<file path="src/rtl/shift_deserializer_if.sv">
// Word-side valid/ready handshake between the deserializer and its consumer.
interface shift_deserializer_if #(
  parameter int WIDTH = 16
);
  logic [WIDTH-1:0] word_out;
  logic             word_valid;
  logic             word_ready;

  // Producer side: drives the word and its valid flag
  modport master (output word_out, output word_valid, input word_ready);
  // Consumer side: samples the word and returns ready
  modport slave  (input word_out, input word_valid, output word_ready);
endinterface

</file>
<file path="src/rtl/shift_deserializer.sv">
// Serial-to-parallel receiver: shifts bits in MSB- or LSB-first, presents each
// completed word on a one-deep valid/ready output, flags dropped words.
module shift_deserializer #(
  parameter int WIDTH = 16,
  parameter int CNT_W = 5
) (
  input  logic                 clk,
  input  logic                 rst,
  input  logic                 bit_in,
  input  logic                 bit_valid,
  input  logic                 msb_first,
  output logic                 busy,
  output logic                 overrun,
  input  logic                 clr_overrun,
  shift_deserializer_if.master wif
);

  logic [WIDTH-1:0] sr_q, sr_d;
  logic [CNT_W-1:0] cnt_q, cnt_d;
  logic             dir_q, dir_d;
  logic [WIDTH-1:0] word_q, word_d;
  logic             valid_q, valid_d;
  logic             ovr_q, ovr_d;

  logic             dir_eff;
  logic             complete;
  logic             drop;

  // Next-state: shift/count, output register load, handshake and overrun
  always_comb begin
    sr_d     = sr_q;
    cnt_d    = cnt_q;
    dir_d    = dir_q;
    word_d   = word_q;
    valid_d  = valid_q;
    ovr_d    = ovr_q;
    complete = 1'b0;
    drop     = 1'b0;

    // The first bit of a word samples direction; later bits reuse the latch
    dir_eff = (cnt_q == '0) ? msb_first : dir_q;

    if (bit_valid) begin
      dir_d = dir_eff;
      if (dir_eff) sr_d = {sr_q[WIDTH-2:0], bit_in};
      else         sr_d = {bit_in, sr_q[WIDTH-1:1]};
      if (cnt_q == CNT_W'(WIDTH - 1)) begin
        cnt_d    = '0;
        complete = 1'b1;
      end else begin
        cnt_d = cnt_q + CNT_W'(1);
      end
    end

    if (valid_q && wif.word_ready) valid_d = 1'b0;

    // A completing word loads only if the slot is empty or being freed now
    if (complete) begin
      if (!valid_q || wif.word_ready) begin
        word_d  = sr_d;
        valid_d = 1'b1;
      end else begin
        drop = 1'b1;
      end
    end

    if (clr_overrun) ovr_d = 1'b0;
    if (drop)        ovr_d = 1'b1;
  end

  // State registers with asynchronous reset
  always_ff @(posedge clk or posedge rst) begin
    if (rst) begin
      sr_q    <= '0;
      cnt_q   <= '0;
      dir_q   <= 1'b0;
      word_q  <= '0;
      valid_q <= 1'b0;
      ovr_q   <= 1'b0;
    end else begin
      sr_q    <= sr_d;
      cnt_q   <= cnt_d;
      dir_q   <= dir_d;
      word_q  <= word_d;
      valid_q <= valid_d;
      ovr_q   <= ovr_d;
    end
  end

  assign wif.word_out   = word_q;
  assign wif.word_valid = valid_q;
  assign busy           = (cnt_q != '0);
  assign overrun        = ovr_q;

endmodule

</file>
<file path="src/flat_wrapper.sv">
// flat-port wrapper written by rule: the top's interface ports become plain ports
module shift_deserializer_flat 
#(
  parameter int WIDTH = 16,
  parameter int CNT_W = 5
)
  (clk, rst, bit_in, bit_valid, msb_first, busy, overrun, clr_overrun, wif_word_out, wif_word_valid, wif_word_ready);
  shift_deserializer_if #(.WIDTH(WIDTH)) wif_i ();
  input  logic clk;
  input  logic rst;
  input  logic bit_in;
  input  logic bit_valid;
  input  logic msb_first;
  output logic busy;
  output logic overrun;
  input  logic clr_overrun;
  output wire logic [$bits(wif_i.word_out)-1:0] wif_word_out;
  output wire logic [$bits(wif_i.word_valid)-1:0] wif_word_valid;
  input wire logic [$bits(wif_i.word_ready)-1:0] wif_word_ready;
  assign wif_word_out = wif_i.word_out;
  assign wif_word_valid = wif_i.word_valid;
  assign wif_i.word_ready = wif_word_ready;
  shift_deserializer #(.WIDTH(WIDTH), .CNT_W(CNT_W)) u_core (.clk(clk), .rst(rst), .bit_in(bit_in), .bit_valid(bit_valid), .msb_first(msb_first), .busy(busy), .overrun(overrun), .clr_overrun(clr_overrun), .wif(wif_i));
endmodule
</file>
<file path="config.mk">
export PLATFORM = sky130hd
export DESIGN_NAME = shift_deserializer_flat
export DESIGN_NICKNAME = d
export VERILOG_FILES = /design/src/rtl/shift_deserializer_if.sv /design/src/rtl/shift_deserializer.sv /design/src/flat_wrapper.sv
export SDC_FILE = /design/constraint.sdc
export NUM_CORES = 1
export LEC_CHECK = 0
export ABC_CLOCK_PERIOD_IN_PS = 5250
export BUFFER_PORTS_ARGS = -buffer_cell sky130_fd_sc_hd__buf_2
export CAP_MARGIN = 20
export CORE_ASPECT_RATIO = 1.4
export CORE_MARGIN = 5
export CORE_UTILIZATION = 35
export DETAILED_ROUTE_END_ITERATION = 10
export HOLD_SLACK_MARGIN = 0.05
export PLACE_DENSITY_LB_ADDON = 0.2
export SLEW_MARGIN = 15
export SYNTH_ARGS = -nofsm -noshare
export SYNTH_HDL_FRONTEND = slang
export SYNTH_SLANG_ARGS = --single-unit
</file>
<file path="constraint.sdc">
create_clock -name clk -period 5.25 [get_ports clk]
set_input_delay 0 -clock clk [delete_from_list [all_inputs] [get_ports clk]]
set_output_delay 0 -clock clk [all_outputs]
set_load 0.05 [all_outputs]
</file>
==> results of run 1 <==
## state kept, by name, indices dropped and copies added (netlist names)
signal / flops
u_core.overrun: 1
u_core.dir_q: 1
u_core.wif.word_valid: 1
u_core.sr_q: 16
u_core.cnt_q: 5
u_core.wif.word_out: 16
## logic make-up after synthesis
group / Yosys count / synth area share, %
compound gates: 36 / 10.9
xor+xnor: 2 / 1.04
fa+ha+maj: 2 / 1.49
buf+inv: 13 / 3.35
flops: 40 / 59.6
mux: 18 / 11.0
simple gates: 46 / 12.6
## path summary, 6_finish.rpt
path                                        startpoint                endpoint  slack [ns]
worst max-delay path                   u_core.cnt_q[0]          u_core.sr_q[7]        3.23
worst min-delay path                            bit_in         u_core.sr_q[15]        0.05
worst max register to register         u_core.cnt_q[0]          u_core.sr_q[7]        3.23
worst min register to register  u_core.wif.word_out[4]  u_core.wif.word_out[4]        0.48
max in group asynchronous                          rst          u_core.sr_q[7]        4.52
min in group asynchronous                          rst          u_core.overrun        0.38
## cell usage in the layout, fill, tap and decap left out, types with 2 or more instances in the layout
| master | netlist | routed |
|---|---|---|
| a21oi_1 | 16 | 16 |
| buf_2 | 0 | 25 |
| buf_4 | 0 | 3 |
| clkbuf_8 | 0 | 6 |
| dfrtp_1 | 40 | 40 |
| dlygate4sd3_1 | 0 | 5 |
| ha_1 | 2 | 2 |
| inv_1 | 5 | 5 |
| mux2i_1 | 16 | 16 |
| nand2_1 | 21 | 21 |
| nand3_1 | 3 | 3 |
| nand4_1 | 2 | 2 |
| nor2_1 | 16 | 16 |
| o21ai_0 | 17 | 17 |
| xnor2_1 | 2 | 2 |
## area by class of cell
type	instances	area share (%)
clock buffers	7	4.29
clock inverters	1	0.373
inverters	5	0.933
multi-input cells	104	31.0
flip-flops and latches	40	49.8
well taps	62	3.86
repair buffers	33	9.83
## critical path: stages, from the launching register on
cell	delay, ns
dfrtp_1	0.41
inv_1	0.09
ha_1	0.16
nor4b_4	0.29
mux2i_2	0.24
buf_4	0.30
mux2i_1	0.28
a21oi_1	0.09
## report_power, final
group / internal [mW] / leakage [nW] / switching (mW) / total, mW
logic: 0.177 / 0.458 / 0.393 / 0.571
registers: 0.432 / 0.460 / 0.0878 / 0.520
clock network: 0.107 / 0.0445 / 0.103 / 0.210
## what timing repair did
action / 4_1_cts / 5_1_grt
setup endpoints to repair: 0 / 0
endpoints found under the hold margin: 43 / 0
hold buffers: 5 / 0
## metal layers
metal | global-route usage (%) | vias to the layer above | wire, µm
met3 | 3.55 | 5 | 144
met1 | 15.5 | 548 | 1450
met4 | 5.47 | 0 | 71
li1 | - | 598 | -
met5 | 0 | - | 0
met2 | 18.9 | 24 | 1550
==> results.json, run 1 <==
{
  "worst_hold_slack_ns": 0.0532,
  "skew_ns": 0.0111,
  "clock_sink_count": 40,
  "crit_required_ns": 5.38,
  "endpoint_kind": "flip-flop",
  "globalRouteOverflowTotal": 0,
  "fillers": 481,
  "yosysTopAreaCell": "dfrtp_1",
  "cts_resized": 0,
  "synth-edff-count": 0,
  "final_cells": 252,
  "post_drt_wl_per_cell_um": 12.8,
  "max_freq_mhz": 494,
  "setup_tns_ns": 0,
  "grt_pass1_vias": 1245,
  "hold_violations": 0,
  "core_area_um2": 4610,
  "grt_max_degree": 42,
  "power_density_nw_per_um2": 647,
  "htreeDepth": 2,
  "cp_max_fo": 16,
  "dpl_cell_area_um2": 1870,
  "viasPerCell": 4.66,
  "antenna_cells": 0,
  "period_needed_ns": 2.02,
  "io_buffers": 25,
  "tightest_slew_ns": 0.656,
  "pre_cts_slack_ns": 3.21,
  "register_area_um2": 1000,
  "yosysTopAreaCellShare_pct": 59.6,
  "setup_viol": 0,
  "insertion_delay_ns": 0.29,
  "multiInputGateArea_um2": 623,
  "wirelength_mm": 3.21,
  "netlist_top_cells_count": "dfrtp_1, nand2_1, o21ai_0",
  "grtUsageTotal_pct": 12.2,
  "dpl.cell_count": 239,
  "design_area_um2": 2010,
  "drt_iter0_drc": 48,
  "hold_path_class": "in2reg",
  "start_util_pct": 36.5,
  "antenna_found_initial": 0,
  "finish.utilization_pct": 43.7,
  "yosys_register_bits": 40,
  "cts_buffer_depth": 2,
  "worstHoldPathCells": 3,
  "cp.arrival_ns": 2.16,
  "cts_made_buffers": 5,
  "syn-num-nets": 166,
  "die_area_um2": 6310,
  "cts_tree": "done",
  "grt_pass1_wl_mm": 5.87,
  "dp_hpwl_mm": 2.24,
  "boundaryPins": 26,
  "worstSetupPathType": "reg2reg",
  "maxCapViolCount": 0,
  "synthDistinctLibCells": 22,
  "place_congestion": 0.778,
  "syn-instance-count": 157,
  "yosysMostFrequentCell": "dfrtp_1",
  "status": "complete, no violations",
  "fin_ws_ns": 3.23,
  "ant_nets": 0,
  "final.period_utilization_pct": 38.5,
  "vdd_ir_drop_max_uv": 244,
  "drive_gt1_share_pct": 20.0,
  "die_height_um": 92.0,
  "rows": 29,
  "p_leak_nw": 0.962,
  "synth-main-ff-cell": "dfrtp_1",
  "ys_seq_area_share_pct": 59.6,
  "vias": 1175,
  "route.detailed.drc": 0,
  "yosys_warnings": 0,
  "synthTopCellsByArea": "dfrtp_1, mux2i_1, o21ai_0",
  "p_total_mw": 1.30,
  "rsz0062_at_grt": "false",
  "slew_headroom_pct": 56.3,
  "die_w_um": 68.6,
  "cts_setup_buffers": 0,
  "syn_to_final_growth_pct": 19.7,
  "final_nets": 198,
  "async_flop_share_pct": 100,
  "post_synth_instance_area_um2": 1680,
  "syn_area_per_cell_um2": 10.7,
  "rr_worst_depth": 7,
  "startpoint_type": "flip-flop",
  "root_buffer": "clkbuf_8",
  "firstDrtPassIters": 4,
  "path_clk_slew_ns": 0.08,
  "report.final.slew_viol_count": 0
}
No activity file was read; power rests on OpenSTA's default activity.
==> run 2, diff against run 1 <==
--- a/config.mk
+++ b/config.mk
@@ -5,7 +5,7 @@
 export SDC_FILE = /design/constraint.sdc
 export NUM_CORES = 1
 export LEC_CHECK = 0
-export ABC_CLOCK_PERIOD_IN_PS = 5250
+export ABC_CLOCK_PERIOD_IN_PS = 2000
 export BUFFER_PORTS_ARGS = -buffer_cell sky130_fd_sc_hd__buf_2
 export CAP_MARGIN = 20
 export CORE_ASPECT_RATIO = 1.4
==> constraint.sdc (replaced) <==
create_clock -name clk -period 2 [get_ports clk]
set_input_delay 0 -clock clk [delete_from_list [all_inputs] [get_ports clk]]
set_output_delay 0 -clock clk [all_outputs]
set_load 0.05 [all_outputs]
==> results.json, run 2 (synthesis results as in run 1) <==
{
  "dpl.cell_count": 241,
  "drive_gt1_share_pct": 30.8,
  "htreeDepth": 2,
  "hp-start": "bit_in",
  "globalRouteOverflowTotal": 0,
  "cp.arrival_ns": 2.17,
  "comb_power_share_pct": 50.0,
  "final.period_utilization_pct": 101,
  "hold_path_class": "in2reg",
  "cp_max_fo": 8,
  "power_frac_clock_pct": 12.6,
  "tightest_slew_ns": 0.501,
  "rsz0062_at_grt": "true",
  "setup_viol": 1,
  "drt_iter0_drc": 20,
  "p_switching_mw": 1.73,
  "r2r-end": "u_core.wif.word_out[9]",
  "worstSetupPathType": "reg2reg",
  "slew_headroom_pct": 66.6,
  "netSwitchingFraction_pct": 44.6,
  "vias": 1226,
  "path_buf_inv": 2,
  "p_int_mw": 2.15,
  "report.final.slew_viol_count": 0,
  "root_buffer": "clkbuf_8",
  "start_util_pct": 36.5,
  "p_leak_nw": 1.00,
  "grt_max_degree": 41,
  "fillers": 444,
  "endpoint_kind": "flip-flop",
  "route.detailed.drc": 0,
  "rows": 29,
  "power_frac_seq_pct": 37.4,
  "hold_violations": 0,
  "place_congestion": 0.827,
  "io_buffers": 25,
  "final_cells": 260,
  "status": "finished, violations left",
  "skew_ns": 0.00535,
  "power_density_nw_per_um2": 1740,
  "cpPeakStageDelay_ns": 0.39,
  "clock_sink_count": 40,
  "crit_slowest_cell": "dfrtp_1",
  "ant_nets": 0,
  "r2r_slack_ns": -0.01,
  "grt_pass1_wl_mm": 5.39,
  "cts_tree": "done",
  "cts_made_buffers": 5,
  "maxCapViolCount": 0,
  "rr_worst_depth": 7,
  "final_nets": 207,
  "worstHoldPathCells": 3,
  "worst_hold_slack_ns": 0.0536,
  "antenna_found_initial": 0,
  "final_common_cell": "dfrtp_1",
  "path_clk_slew_ns": 0.07,
  "cpLargestDelayFamily": "multiplexers",
  "startpoint_type": "flip-flop",
  "boundaryPins": 26,
  "crit_path_frequent_cell": "mux2i_4",
  "crit_required_ns": 2.16,
  "layout_common_cells": "dfrtp_1, buf_2, nand2_1",
  "insertion_delay_ns": 0.28,
  "post_drt_wl_per_cell_um": 13.2,
  "antenna_cells": 0,
  "die_w_um": 68.6,
  "grt_pass1_vias": 1191,
  "period_needed_ns": 2.01,
  "fin_ws_ns": -0.0130,
  "grtUsageTotal_pct": 11.4,
  "firstDrtPassIters": 4,
  "dp_hpwl_mm": 2.21,
  "viasPerCell": 4.72,
  "p_total_mw": 3.88,
  "wirelength_mm": 3.44,
  "vdd_ir_drop_max_uv": 668,
  "die_area_um2": 6310,
  "cts_buffer_depth": 2,
  "r2r_start": "u_core.cnt_q[1]",
  "die_height_um": 92.0,
  "max_freq_mhz": 497,
  "cp_cell_sequence": "inv_1 > ha_1 > nor4b_4 > mux2i_4 > clkbuf_16 > mux2i_4 > o21ai_1",
  "hold_path_end": "u_core.wif.word_out[15]",
  "syn_to_final_growth_pct": 32.8,
  "violations": "negative setup slack",
  "core_area_um2": 4610
}
==> run 2: worst max path at each step <==
| stage | start | to | slack (ns) | depth (start not counted) |
|---|---|---|---|---|
| after floorplan | u_core.cnt_q[0] | u_core.sr_q[14] | 0.05 | 7 |
| after global placement | u_core.cnt_q[0] | u_core.wif.word_out[9] | 0.09 | 7 |
| after detailed placement | u_core.cnt_q[0] | u_core.wif.word_out[9] | 0.03 | 7 |
| after CTS | u_core.cnt_q[0] | u_core.sr_q[8] | 0.003 | 7 |
| after global routing | u_core.cnt_q[1] | u_core.wif.word_out[14] | -0.09 | 7 |
| final | u_core.cnt_q[1] | u_core.wif.word_out[9] | -0.01 | 7 |
==> run 2: worst reg2reg max path: cells and delay by family (launching register included) <==
kind / cells / cell delay [ns]
multiplexers: 2 / 0.65
flip-flops: 1 / 0.39
buffers and inverters: 2 / 0.32
AND/OR/NAND/NOR: 1 / 0.30
adder cells (fa/ha/maj): 1 / 0.14
AO/OA/AOI/OAI: 1 / 0.08
==> run 2: through the flow <==
step | setup TNS, ns | util (%) | instance area, µm² | setup WS [ns]
detailed placement | 0 | 41.3 | 1900 | 0.0344
CTS | 0 | 44.8 | 2070 | 0.00347
floorplan | 0 | - | 1690 | 0.0519
global route | -1.71 | 48.4 | 2230 | -0.0879
finish | -0.0130 | 48.4 | 2230 | -0.0130
global placement | 0 | 41.3 | 1900 | 0.0863
==> run 2: layout make-up <==
type | count | area [µm²] | share of cell area (%)
multi-input combinational | 104 | 758 | 34.0
clock buffer | 6 | 72.6 | 3.25
tap | 62 | 77.6 | 3.48
sequential | 40 | 1000 | 44.9
inverter | 5 | 18.8 | 0.841
clock inverter | 1 | 5.00 | 0.224
timing repair buffer | 42 | 298 | 13.3
==> run 2: layer usage <==
metal / vias up / global-route usage (%) / wire, µm
li1: 611 / - / -
met1: 591 / 12.9 / 1400
met2: 20 / 19.0 / 1860
met3: 4 / 3.67 / 138
met4: 0 / 4.98 / 49
met5: - / 0 / 0
==> run 2: repair_timing <==
action / CTS / global route
setup endpoints to repair: 2 / 31
hold endpoints to repair: 45 / 0
resized for setup: 3 / 28
buffers inserted: 1 / 4
gates cloned: 0 / 1
pin swaps: 0 / 3
hold buffers: 6 / 0
==> run 2: power by group through the flow <==
stage / combinational (mW) / sequential (mW) / clock, mW
finish: 1.94 / 1.45 / 0.489
global route: 2.09 / 1.49 / 0.544
CTS: 1.63 / 1.39 / 0.511
detailed placement: 1.57 / 1.39 / 0
global placement: 1.56 / 1.38 / 0
floorplan: 0.682 / 1.89 / 0
==> run 3, diff against run 2 <==
--- a/config.mk
+++ b/config.mk
@@ -7,10 +7,11 @@
 export LEC_CHECK = 0
 export ABC_CLOCK_PERIOD_IN_PS = 2000
 export BUFFER_PORTS_ARGS = -buffer_cell sky130_fd_sc_hd__buf_2
-export CAP_MARGIN = 20
+export CAP_MARGIN = 25
 export CORE_ASPECT_RATIO = 1.4
 export CORE_MARGIN = 5
 export CORE_UTILIZATION = 35
+export CTS_CLUSTER_SIZE = 16
 export DETAILED_ROUTE_END_ITERATION = 10
 export HOLD_SLACK_MARGIN = 0.05
 export PLACE_DENSITY_LB_ADDON = 0.2
@@ -18,3 +19,4 @@
 export SYNTH_ARGS = -nofsm -noshare
 export SYNTH_HDL_FRONTEND = slang
 export SYNTH_SLANG_ARGS = --single-unit
+export TNS_END_PERCENT = 10
==> results.json, run 3 (synthesis results as in run 1) <==
{
  "comb_power_share_pct": 49.3,
  "path_buf_inv": 2,
  "path_clk_slew_ns": 0.07,
  "cts_tree": "done",
  "place_congestion": 0.827,
  "status": "complete, no violations",
  "insertion_delay_ns": 0.28,
  "grt_pass1_wl_mm": 5.44,
  "rsz0062_at_grt": "true",
  "route.detailed.drc": 0,
  "power_frac_clock_pct": 12.9,
  "vias": 1241,
  "worstSetupPathType": "reg2reg",
  "hold_path_class": "in2reg",
  "root_buffer": "clkbuf_8",
  "cts_made_buffers": 5,
  "cp.arrival_ns": 2.15,
  "fin_ws_ns": 0.00764,
  "p_leak_nw": 0.993,
  "cp_max_fo": 8,
  "antenna_cells": 0,
  "syn_to_final_growth_pct": 30.2,
  "crit_slowest_cell": "dfrtp_1",
  "die_area_um2": 6310,
  "crit_required_ns": 2.16,
  "rows": 29,
  "die_height_um": 92.0,
  "setup_viol": 0,
  "startpoint_type": "flip-flop",
  "max_freq_mhz": 502,
  "ant_nets": 0,
  "final.period_utilization_pct": 99.6,
  "finish.utilization_pct": 47.5,
  "firstDrtPassIters": 4,
  "endpoint_kind": "flip-flop",
  "tightest_slew_ns": 0.506,
  "htreeDepth": 2,
  "clock_sink_count": 40,
  "core_area_um2": 4610,
  "grt_max_degree": 41,
  "viasPerCell": 4.77,
  "start_util_pct": 36.5,
  "power_frac_seq_pct": 37.8,
  "cp_cell_sequence": "inv_1 > ha_1 > nor4b_4 > mux2i_4 > clkbuf_16 > mux2i_1 > a21oi_1",
  "dp_hpwl_mm": 2.21,
  "post_drt_wl_per_cell_um": 13.3,
  "r2r_slack_ns": 0.008,
  "final_common_cell": "dfrtp_1",
  "vdd_ir_drop_max_uv": 632,
  "netSwitchingFraction_pct": 44.5,
  "power_density_nw_per_um2": 1730,
  "globalRouteOverflowTotal": 0,
  "hold_violations": 0,
  "drt_iter0_drc": 35,
  "slew_headroom_pct": 66.3,
  "io_buffers": 25,
  "cpPeakStageDelay_ns": 0.40,
  "cts_buffer_depth": 2,
  "design_area_um2": 2190,
  "layout_common_cells": "dfrtp_1, buf_2, nand2_1",
  "drive_gt1_share_pct": 29.8,
  "report.final.slew_viol_count": 0,
  "p_switching_mw": 1.69,
  "wirelength_mm": 3.45,
  "grt_pass1_vias": 1193,
  "pre_cts_slack_ns": 0.0344,
  "die_w_um": 68.6,
  "maxCapViolCount": 0,
  "dpl_cell_area_um2": 1900,
  "cpLargestDelayFamily": "multiplexers",
  "skew_ns": 0.00481,
  "boundaryPins": 26,
  "period_needed_ns": 1.99,
  "grtUsageTotal_pct": 11.5,
  "final_nets": 207,
  "p_int_mw": 2.10,
  "antenna_found_initial": 0
}
-- run 3: cell counts in the layout (fill, tap and decap cells not counted) --
No cell type changed its count.
-- run 3: routing by layer --
metal | wire [µm] | GRT usage (%) | share of wire (%) | vias up
met1 | 1460 | 13.3 | 42 | 604
met4 | 49 | 4.98 | 1.4 | 0
met2 | 1800 | 18.8 | 52 | 22
met3 | 142 | 3.67 | 4.1 | 4
met5 | 0 | 0 | 0 | -
li1 | - | - | - | 611
-- run 3: power by group through the flow --
stage	registers, mW	clock network [mW]	logic (mW)
4_1_cts	1.38	0.511	1.62
6_report	1.43	0.489	1.87
5_1_grt	1.47	0.543	2.01
2_1_floorplan	1.89	0	0.682
3_3_place_gp	1.38	0	1.56
3_5_place_dp	1.39	0	1.57
-- run 3: final timing paths --
kind	from	end	cells past startpoint
setup / recovery	u_core.cnt_q[1]	u_core.sr_q[3]	7
hold / removal	bit_in	u_core.wif.word_out[15]	3
max in group asynchronous	rst	u_core.wif.word_out[7]	4
setup reg to reg	u_core.cnt_q[1]	u_core.sr_q[3]	7
min in group asynchronous	rst	u_core.overrun	4
hold reg to reg	u_core.wif.word_out[6]	u_core.wif.word_out[6]	2
-- run 3: worst min-delay path: stages --
cell,delay (ns)
buf_2,0.09
mux2i_1,0.08
o21ai_0,0.13
-- run 3: metrics by stage --
stage | setup TNS [ns] | hold WS [ns] | power (mW) | instances
2_1_floorplan | 0 | 0.109 | 2.57 | 157
5_1_grt | -1.52 | 0.0684 | 4.02 | 260
3_3_place_gp | 0 | 0.148 | 2.94 | 241
6_report | 0 | 0.0532 | 3.79 | 260
3_5_place_dp | 0 | 0.150 | 2.96 | 241
4_1_cts | -0.000366 | 0.0519 | 3.51 | 255
-- run 3: repair_timing --
action | 4_1_cts | 5_1_grt
buffers inserted | 1 | 4
hold buffers | 6 | 0
gates resized for setup | 2 | 20
gates cloned | 0 | 1
endpoints found under the hold margin | 45 | 0
setup endpoints to repair | 2 | 30
pin swaps | 0 | 3
-- run 3: cell type report --
| type | count | area, µm² |
|---|---|---|
| clock buffer | 6 | 72.6 |
| inverter | 5 | 18.8 |
| sequential | 40 | 1000 |
| fill | 450 | 2420 |
| timing repair buffer | 42 | 298 |
| clock inverter | 1 | 5.00 |
| tap | 62 | 77.6 |
| multi-input combinational | 104 | 716 |
